[src/rtl/alu_share_arbiter.sv]
// alu_share_arbiter
//
// Shares one combinational ALU between two requesters. Each requester offers
// an ALU control code plus two operands over valid/ready; the block grants one
// of them round-robin, drives the shared ALU from registered operands for one
// EXEC cycle, then presents the registered result, zero flag and requester ID
// on a valid/ready response channel. At most one operation is in flight.
//
// Ports:
//   clk, reset                  clock, asynchronous active-high reset
//   reqN_valid / reqN_ready     requester N handshake (N = 0, 1)
//   reqN_ctrl, reqN_a, reqN_b   requester N ALU code and operands
//   alu_ctrl, alu_a, alu_b      registered operation driven to the shared ALU
//   alu_result, alu_zero        combinational answer from the shared ALU
//   rsp_valid / rsp_ready       response handshake
//   rsp_id, rsp_result,
//   rsp_zero, rsp_err           registered response payload
//   busy                        high whenever the FSM is not idle
//
// Build option:
//   ALU_ARB_ILLEGAL_CHK_EN  when defined, codes outside AND/OR/ADD/SUB/SLT are
//                           answered directly with rsp_err=1 (no EXEC cycle,
//                           ALU registers untouched). When undefined, every
//                           code is forwarded and rsp_err is tied low.

module alu_share_arbiter #(
  parameter int WIDTH = 32
) (
  input  logic             clk,
  input  logic             reset,
  input  logic             req0_valid,
  output logic             req0_ready,
  input  logic [3:0]       req0_ctrl,
  input  logic [WIDTH-1:0] req0_a,
  input  logic [WIDTH-1:0] req0_b,
  input  logic             req1_valid,
  output logic             req1_ready,
  input  logic [3:0]       req1_ctrl,
  input  logic [WIDTH-1:0] req1_a,
  input  logic [WIDTH-1:0] req1_b,
  output logic [3:0]       alu_ctrl,
  output logic [WIDTH-1:0] alu_a,
  output logic [WIDTH-1:0] alu_b,
  input  logic [WIDTH-1:0] alu_result,
  input  logic             alu_zero,
  output logic             rsp_valid,
  input  logic             rsp_ready,
  output logic             rsp_id,
  output logic [WIDTH-1:0] rsp_result,
  output logic             rsp_zero,
  output logic             rsp_err,
  output logic             busy
);

  typedef enum logic [1:0] {
    IDLE = 2'd0,
    EXEC = 2'd1,
    RESP = 2'd2
  } state_t;

  state_t           state_q, state_d;
  logic             prio_q, prio_d;
  logic [3:0]       alu_ctrl_q, alu_ctrl_d;
  logic [WIDTH-1:0] alu_a_q, alu_a_d;
  logic [WIDTH-1:0] alu_b_q, alu_b_d;
  logic             rsp_id_q, rsp_id_d;
  logic [WIDTH-1:0] rsp_result_q, rsp_result_d;
  logic             rsp_zero_q, rsp_zero_d;

  logic             grant_id;
  logic             any_valid;
  logic             slot_free;
  logic             accept;
  logic [3:0]       sel_ctrl;
  logic [WIDTH-1:0] sel_a;
  logic [WIDTH-1:0] sel_b;

  // Round-robin choice: prio only matters when both requesters compete.
  always_comb begin
    grant_id = 1'b0;
    if (req0_valid && req1_valid) begin
      grant_id = prio_q;
    end else begin
      grant_id = req1_valid;
    end
  end

  // A new op can be taken when idle, or in RESP in the very cycle the current
  // response is consumed (back-to-back). Reset masks ready so no requester
  // believes it was accepted while the block is being cleared.
  assign any_valid  = req0_valid | req1_valid;
  assign slot_free  = (state_q == IDLE) || ((state_q == RESP) && rsp_ready);
  assign accept     = slot_free && any_valid && !reset;
  assign req0_ready = accept && !grant_id;
  assign req1_ready = accept && grant_id;

  assign sel_ctrl = grant_id ? req1_ctrl : req0_ctrl;
  assign sel_a    = grant_id ? req1_a    : req0_a;
  assign sel_b    = grant_id ? req1_b    : req0_b;

`ifdef ALU_ARB_ILLEGAL_CHK_EN
  logic rsp_err_q, rsp_err_d;
  logic sel_illegal;

  always_comb begin
    sel_illegal = 1'b1;
    case (sel_ctrl)
      4'b0000, 4'b0001, 4'b0010, 4'b0110, 4'b0111: sel_illegal = 1'b0;
      default: sel_illegal = 1'b1;
    endcase
  end

  assign rsp_err = rsp_err_q;
`else
  assign rsp_err = 1'b0;
`endif

  // Next-state logic. An accept always overrides the per-state transition
  // because it can only occur in IDLE or in a consumed RESP.
  always_comb begin
    state_d      = state_q;
    prio_d       = prio_q;
    alu_ctrl_d   = alu_ctrl_q;
    alu_a_d      = alu_a_q;
    alu_b_d      = alu_b_q;
    rsp_id_d     = rsp_id_q;
    rsp_result_d = rsp_result_q;
    rsp_zero_d   = rsp_zero_q;
`ifdef ALU_ARB_ILLEGAL_CHK_EN
    rsp_err_d    = rsp_err_q;
`endif

    case (state_q)
      IDLE: state_d = IDLE;
      EXEC: begin
        rsp_result_d = alu_result;
        rsp_zero_d   = alu_zero;
        state_d      = RESP;
      end
      RESP: begin
        if (rsp_ready) begin
          state_d = IDLE;
        end
      end
      default: state_d = IDLE;
    endcase

    if (accept) begin
      prio_d   = ~grant_id;
      rsp_id_d = grant_id;
      state_d  = EXEC;
`ifdef ALU_ARB_ILLEGAL_CHK_EN
      if (sel_illegal) begin
        // Illegal codes never reach the ALU; answer immediately.
        state_d      = RESP;
        rsp_result_d = '0;
        rsp_zero_d   = 1'b0;
        rsp_err_d    = 1'b1;
      end else begin
        alu_ctrl_d = sel_ctrl;
        alu_a_d    = sel_a;
        alu_b_d    = sel_b;
        rsp_err_d  = 1'b0;
      end
`else
      alu_ctrl_d = sel_ctrl;
      alu_a_d    = sel_a;
      alu_b_d    = sel_b;
`endif
    end
  end

  // State and datapath registers; reset drops any in-flight op at once.
  always_ff @(posedge clk or posedge reset) begin
    if (reset) begin
      state_q      <= IDLE;
      prio_q       <= 1'b0;
      alu_ctrl_q   <= 4'b0010;
      alu_a_q      <= '0;
      alu_b_q      <= '0;
      rsp_id_q     <= 1'b0;
      rsp_result_q <= '0;
      rsp_zero_q   <= 1'b0;
`ifdef ALU_ARB_ILLEGAL_CHK_EN
      rsp_err_q    <= 1'b0;
`endif
    end else begin
      state_q      <= state_d;
      prio_q       <= prio_d;
      alu_ctrl_q   <= alu_ctrl_d;
      alu_a_q      <= alu_a_d;
      alu_b_q      <= alu_b_d;
      rsp_id_q     <= rsp_id_d;
      rsp_result_q <= rsp_result_d;
      rsp_zero_q   <= rsp_zero_d;
`ifdef ALU_ARB_ILLEGAL_CHK_EN
      rsp_err_q    <= rsp_err_d;
`endif
    end
  end

  assign alu_ctrl   = alu_ctrl_q;
  assign alu_a      = alu_a_q;
  assign alu_b      = alu_b_q;
  assign rsp_valid  = (state_q == RESP);
  assign rsp_id     = rsp_id_q;
  assign rsp_result = rsp_result_q;
  assign rsp_zero   = rsp_zero_q;
  assign busy       = (state_q != IDLE);

endmodule

[config.mk]
export PLATFORM = sky130hd
export DESIGN_NAME = alu_share_arbiter
export DESIGN_NICKNAME = d
export VERILOG_FILES = /design/src/rtl/alu_share_arbiter.sv
export SDC_FILE = /design/constraint.sdc
export NUM_CORES = 1
export LEC_CHECK = 0
export CAP_MARGIN = 20
export CELL_PAD_IN_SITES_DETAIL_PLACEMENT = 0
export CELL_PAD_IN_SITES_GLOBAL_PLACEMENT = 1
export CORE_ASPECT_RATIO = 0.75
export CORE_UTILIZATION = 28
export CTS_BUF_LIST = sky130_fd_sc_hd__clkbuf_16
export DETAILED_ROUTE_END_ITERATION = 8
export GPL_TIMING_DRIVEN = 0
export PLACE_DENSITY_LB_ADDON = 0.15
export REMOVE_ABC_BUFFERS = 1
export SLEW_MARGIN = 20
export SYNTH_ARGS = -nofsm -noshare
export SYNTH_HDL_FRONTEND = slang
export SYNTH_SLANG_ARGS = --single-unit
[constraint.sdc]
create_clock -name clk -period 5 [get_ports clk]
set_clock_uncertainty 0.05 [all_clocks]
set_input_delay 1.5 -clock clk [delete_from_list [all_inputs] [get_ports clk]]
set_output_delay 1.5 -clock clk [all_outputs]
set_load 0.02 [all_outputs]
Yosys cells after proc, flatten, opt, wreduce, memory -nomap -nowiden
Cells that the tools add are included.
{ "totals": {"regBits": 105, "in_bits": 174, "out_inout_bits": 107, "wordCells": 31} }
{ "classes": {"eq_ne": 3, "muxes": 7, "bitwise": 2, "reduce_logical": 11} }
{ "ops": {"columns": ["cell", "count"], "rows": [
  ["$mux 32", 2],
  ["$logic_and 1x1->1", 6],
  ["$mux 2", 2],
  ["$mux 4", 1],
  ["$pmux 2 s2", 1],
  ["$ne 3x1->1 const B", 1],
  ["$eq 2x1->1 const B", 1],
  ["$eq 2x2->1 const B", 1],
  ["$logic_not 1->1", 2],
  ["$logic_not 2->1", 1],
  ["$reduce_bool 2->1", 1],
  ["$logic_or 1x1->1", 1],
  ["$mux 1", 1],
  ["$not 1->1", 1],
  ["$or 1x1->1", 1]
]} }

Depth between registers and ports, before layout
{ "logic_depth": {"depth_word": 6, "ltp_mapped": 8, "mapped_depth_nobuf": 4} }

Worst setup path after synthesis
Ideal clock, no wire load.
{ "synth_timing": {"path_kind": "input-to-output", "startpoint": "input req0_valid", "endpoint": "output req0_ready", "arrival_ps": 2231, "t_required_ps": 3450, "setup_slack_ps": 1219, "path_stages": 4, "n_path_buf": 1, "path_cell_list": "nor2b_1 -> clkbuf_1 -> nor2_1 -> nor2_1"} }
{ "synth_via": {"elab_chain_cells": 4, "elab_cells_between_ends": 7, "cone_classes": "mux (1); bitwise (1); reduce/logical (5)"} }
{ "synth_lines": {"columns": ["item", "line_no", "source"], "rows": [
  ["start: declaration", "31", "input logic req0_valid,"],
  ["$or 1x1->1 or $logic_and 1x1->1 (tied branches)", "91, 81", null],
  ["$logic_and 1x1->1 or $mux 1 (tied branches)", "93, 81", null],
  ["$logic_and 1x1->1 or $logic_not 1->1 (tied branches)", "93, 94", null],
  ["$logic_and 1x1->1 (*)", "94", "assign req0_ready = accept && !grant_id;"],
  ["end: declaration", "32", "output logic req0_ready,"]
]} }
Every way passes the cells marked *; elsewhere a longest branch is shown, timed or not.

Final worst setup path
{ "layout_timing": {"startpoint": "input reset", "endpoint": "output req0_ready"} }
{ "layout_via": {"elab_chain_cells": 3} }
{ "layout_lines": {"columns": ["item", "line_no", "source"], "rows": [
  ["start: declaration", "30", "input logic reset,"],
  ["$logic_not 1->1 (no source line)", null, null],
  ["$logic_and 1x1->1", "93", "assign accept = slot_free && any_valid && !reset;"],
  ["$logic_and 1x1->1", "94", null]
]} }
Every way passes these cells.

==> results_dict.tcl <==
set metrics [dict create \
    crit_slowest_cell "clkdlybuf4s50_1" \
    hp-class "reg2reg" \
    cts_sinks 105 \
    status "completed" \
    critPathMaxFanout 27 \
    post_layout_nonfiller_instances 987 \
    synth_area_leaders "dfrtp_1, a31oi_1, nand3b_1" \
    drt-wirelength-per-cell_um 20.1 \
    row_count 42 \
    tritoncts "yes" \
    final_nets 913 \
    die_w_um 158 \
    maxCapViolations 0 \
    ctsHtreeMaxLevel 3 \
    ys.warnings.count 0 \
    path_cells "clkdlybuf4s50_1 -> nor2_4 -> buf_12 -> nand3_4 -> nor2_1 -> clkdlybuf4s50_1" \
    netlist.area_leader.share_pct 50.8 \
    cts_hold_buf 0 \
    final-setup-viol-count 0 \
    place_inst 961 \
    yosys_register_bits 105 \
    grt_pass1_vias 5249 \
    placed_area_sq_mm 0.00819 \
    period_minus_slack_ns 4.85 \
    area_growth_pct 67.3 \
    antenna_found_initial 1 \
    start_util_pct 28.9 \
    ioPinCount 281 \
    clk_pin_slew_ns 0.07 \
    dr.pass1.iters 5 \
    worstMarginPinSlew_ns 0.835 \
    hpwlAfterDp_um 12500 \
    maxSlewViolCount 0 \
    layout-drive-gt1-share_pct 10.9 \
    layout_common_cells "clkdlybuf4s50_1, a31oi_1, dfrtp_1" \
    fmax_ghz 0.206 \
    fin_crit_sh_pct 96.9 \
    cpPeakStageDelay_ns 0.64 \
    cp-start-kind "input port" \
    clk_path_buf_depth 2 \
    grt-ovfl-total 0 \
    chipHeight_um 119 \
    path_common_cell "clkdlybuf4s50_1" \
    powerDensity_mw_per_mm2 420 \
    final_util_pct 48.3 \
    synth_top_cell_by_area "dfrtp_1" \
    drc_errors 0 \
    arrival_ns 3.30 \
    synth-seq-area-share_pct 51.3 \
    hold_ws_ns 0.455 \
    cts-root-buf "clkbuf_16" \
    first_iter_violations 278 \
    crit_type "in2out" \
    vias 5157 \
    setup-tns-final_ns 0 \
    final_antenna_net_count 0 \
    clkLatencyLatePin_ns 0.36 \
    syn_area_per_cell_sq_um 10.4 \
    grt_setup_unrepaired "false" \
    reg2regPathDepth 5 \
    via_per_inst 5.22 \
    finalHoldViolCount 0 \
    grt_use_total_pct 20.6 \
    grt_max_degree 72 \
    slew_headroom_pct 44.3 \
    routed_wl_um 19800 \
    gp_congestion 0.735 \
    synth_cell_types 21 \
    stdcell_area_sq_mm 0.00858 \
    dieArea_sq_mm 0.0189 \
    syn_area_sq_mm 0.00513 \
    crit_required_ns 3.45 \
    core_area_sq_mm 0.0178 \
    portBuffers 279 \
    p_leak_nw 3.19 \
    whs_path_depth 1 \
    peakVddDrop_uv 180 \
    endpoint_kind "output port" \
    grt_pass1_wl_um 29700 \
    synthCells 495 \
    cts_buffers 9 \
    final_common_cell "clkdlybuf4s50_1" \
]
==> worst max-delay path: cells and delay by family <==
kind	cells	cell delay, ns
buffers and inverters	3	1.37
AND/OR/NAND/NOR	3	0.42
==> logic make-up (layout without fill, tap and decap cells) <==
family	count (synthesis)	count (layout)	share of synthesized area, %
flip-flops	105	105	51.3
other	1	2	0.0731
multiplexers	35	35	7.69
AND/OR/NAND/NOR	80	82	11.5
buffers and inverters	69	316	6.15
AO/OA/AOI/OAI	205	205	23.3
==> layout make-up <==
| class | count | area (sq um) |
|---|---|---|
| Clock buffer | 9 | 225 |
| Clock inverter | 7 | 70.1 |
| Fill cell | 1704 | 9190 |
| Tap cell | 242 | 303 |
| Timing Repair Buffer | 296 | 3100 |
| Multi-Input combinational cell | 323 | 2220 |
| Sequential cell | 105 | 2630 |
| Antenna cell | 1 | 2.50 |
| Inverter | 4 | 27.5 |
==> path summary, 6_finish.rpt <==
path                                     start        endpoint  slack (ns)
worst min-delay path            rsp_result[22]  rsp_result[22]        0.46
worst max register to register      state_q[0]          prio_q        2.92
worst min register to register  rsp_result[22]  rsp_result[22]        0.46
worst max-delay path                     reset      req0_ready        0.15
min in group asynchronous                reset        alu_b[2]        1.56
max in group asynchronous                reset     alu_ctrl[1]        2.64
==> registers in the layout, summed over array words and instances, names as in the netlist <==
| signal | count |
|---|---|
| rsp_zero | 1 |
| alu_a | 32 |
| alu_ctrl | 4 |
| rsp_result | 32 |
| prio_q | 1 |
| rsp_id | 1 |
| state_q | 2 |
| alu_b | 32 |
==> metal layers <==
metal	vias to the layer above	global-route usage, %	share of wire (%)	routed length [um]
met5	-	0	0	0
met4	0	5.65	1.5	292
met3	21	7.39	10	2030
met2	232	32.8	47	9290
met1	2533	26.1	41	8200
li1	2371	-	-	-
==> power breakdown <==
part / switching, mW / internal [mW]
Clock: 0.346 / 0.390
Combinational: 0.789 / 0.833
Sequential: 0.139 / 1.11
==> metrics by stage <==
step           setup slack [ns]  total power, mW
4_1_cts                 0.00614             3.63
3_3_place_gp              -4.50             2.81
5_1_grt                  0.0366             3.79
2_1_floorplan             -1.48             2.00
6_report                  0.153             3.60
3_5_place_dp             -0.339             2.87
==> synth_stat cells (all sizes together) <==
cell,count
nand3b,68
nand3,1
dfstp,1
clkbuf,41
or2,2
mux2,35
nor2b,1
nor2,4
inv,4
dfrtp,104
nand2b,4
a31oi,136
buf,24
o21ai,69
conb,1
==> timing repair <==
action / in CTS / in global routing
setup buffers: 4 / 2
cloned: 2 / 1
endpoints found under the setup margin: 2 / 2
pin swaps: 2 / 0
gates resized for setup: 2 / 2
Note: power is estimated with default switching activity, not from simulation.
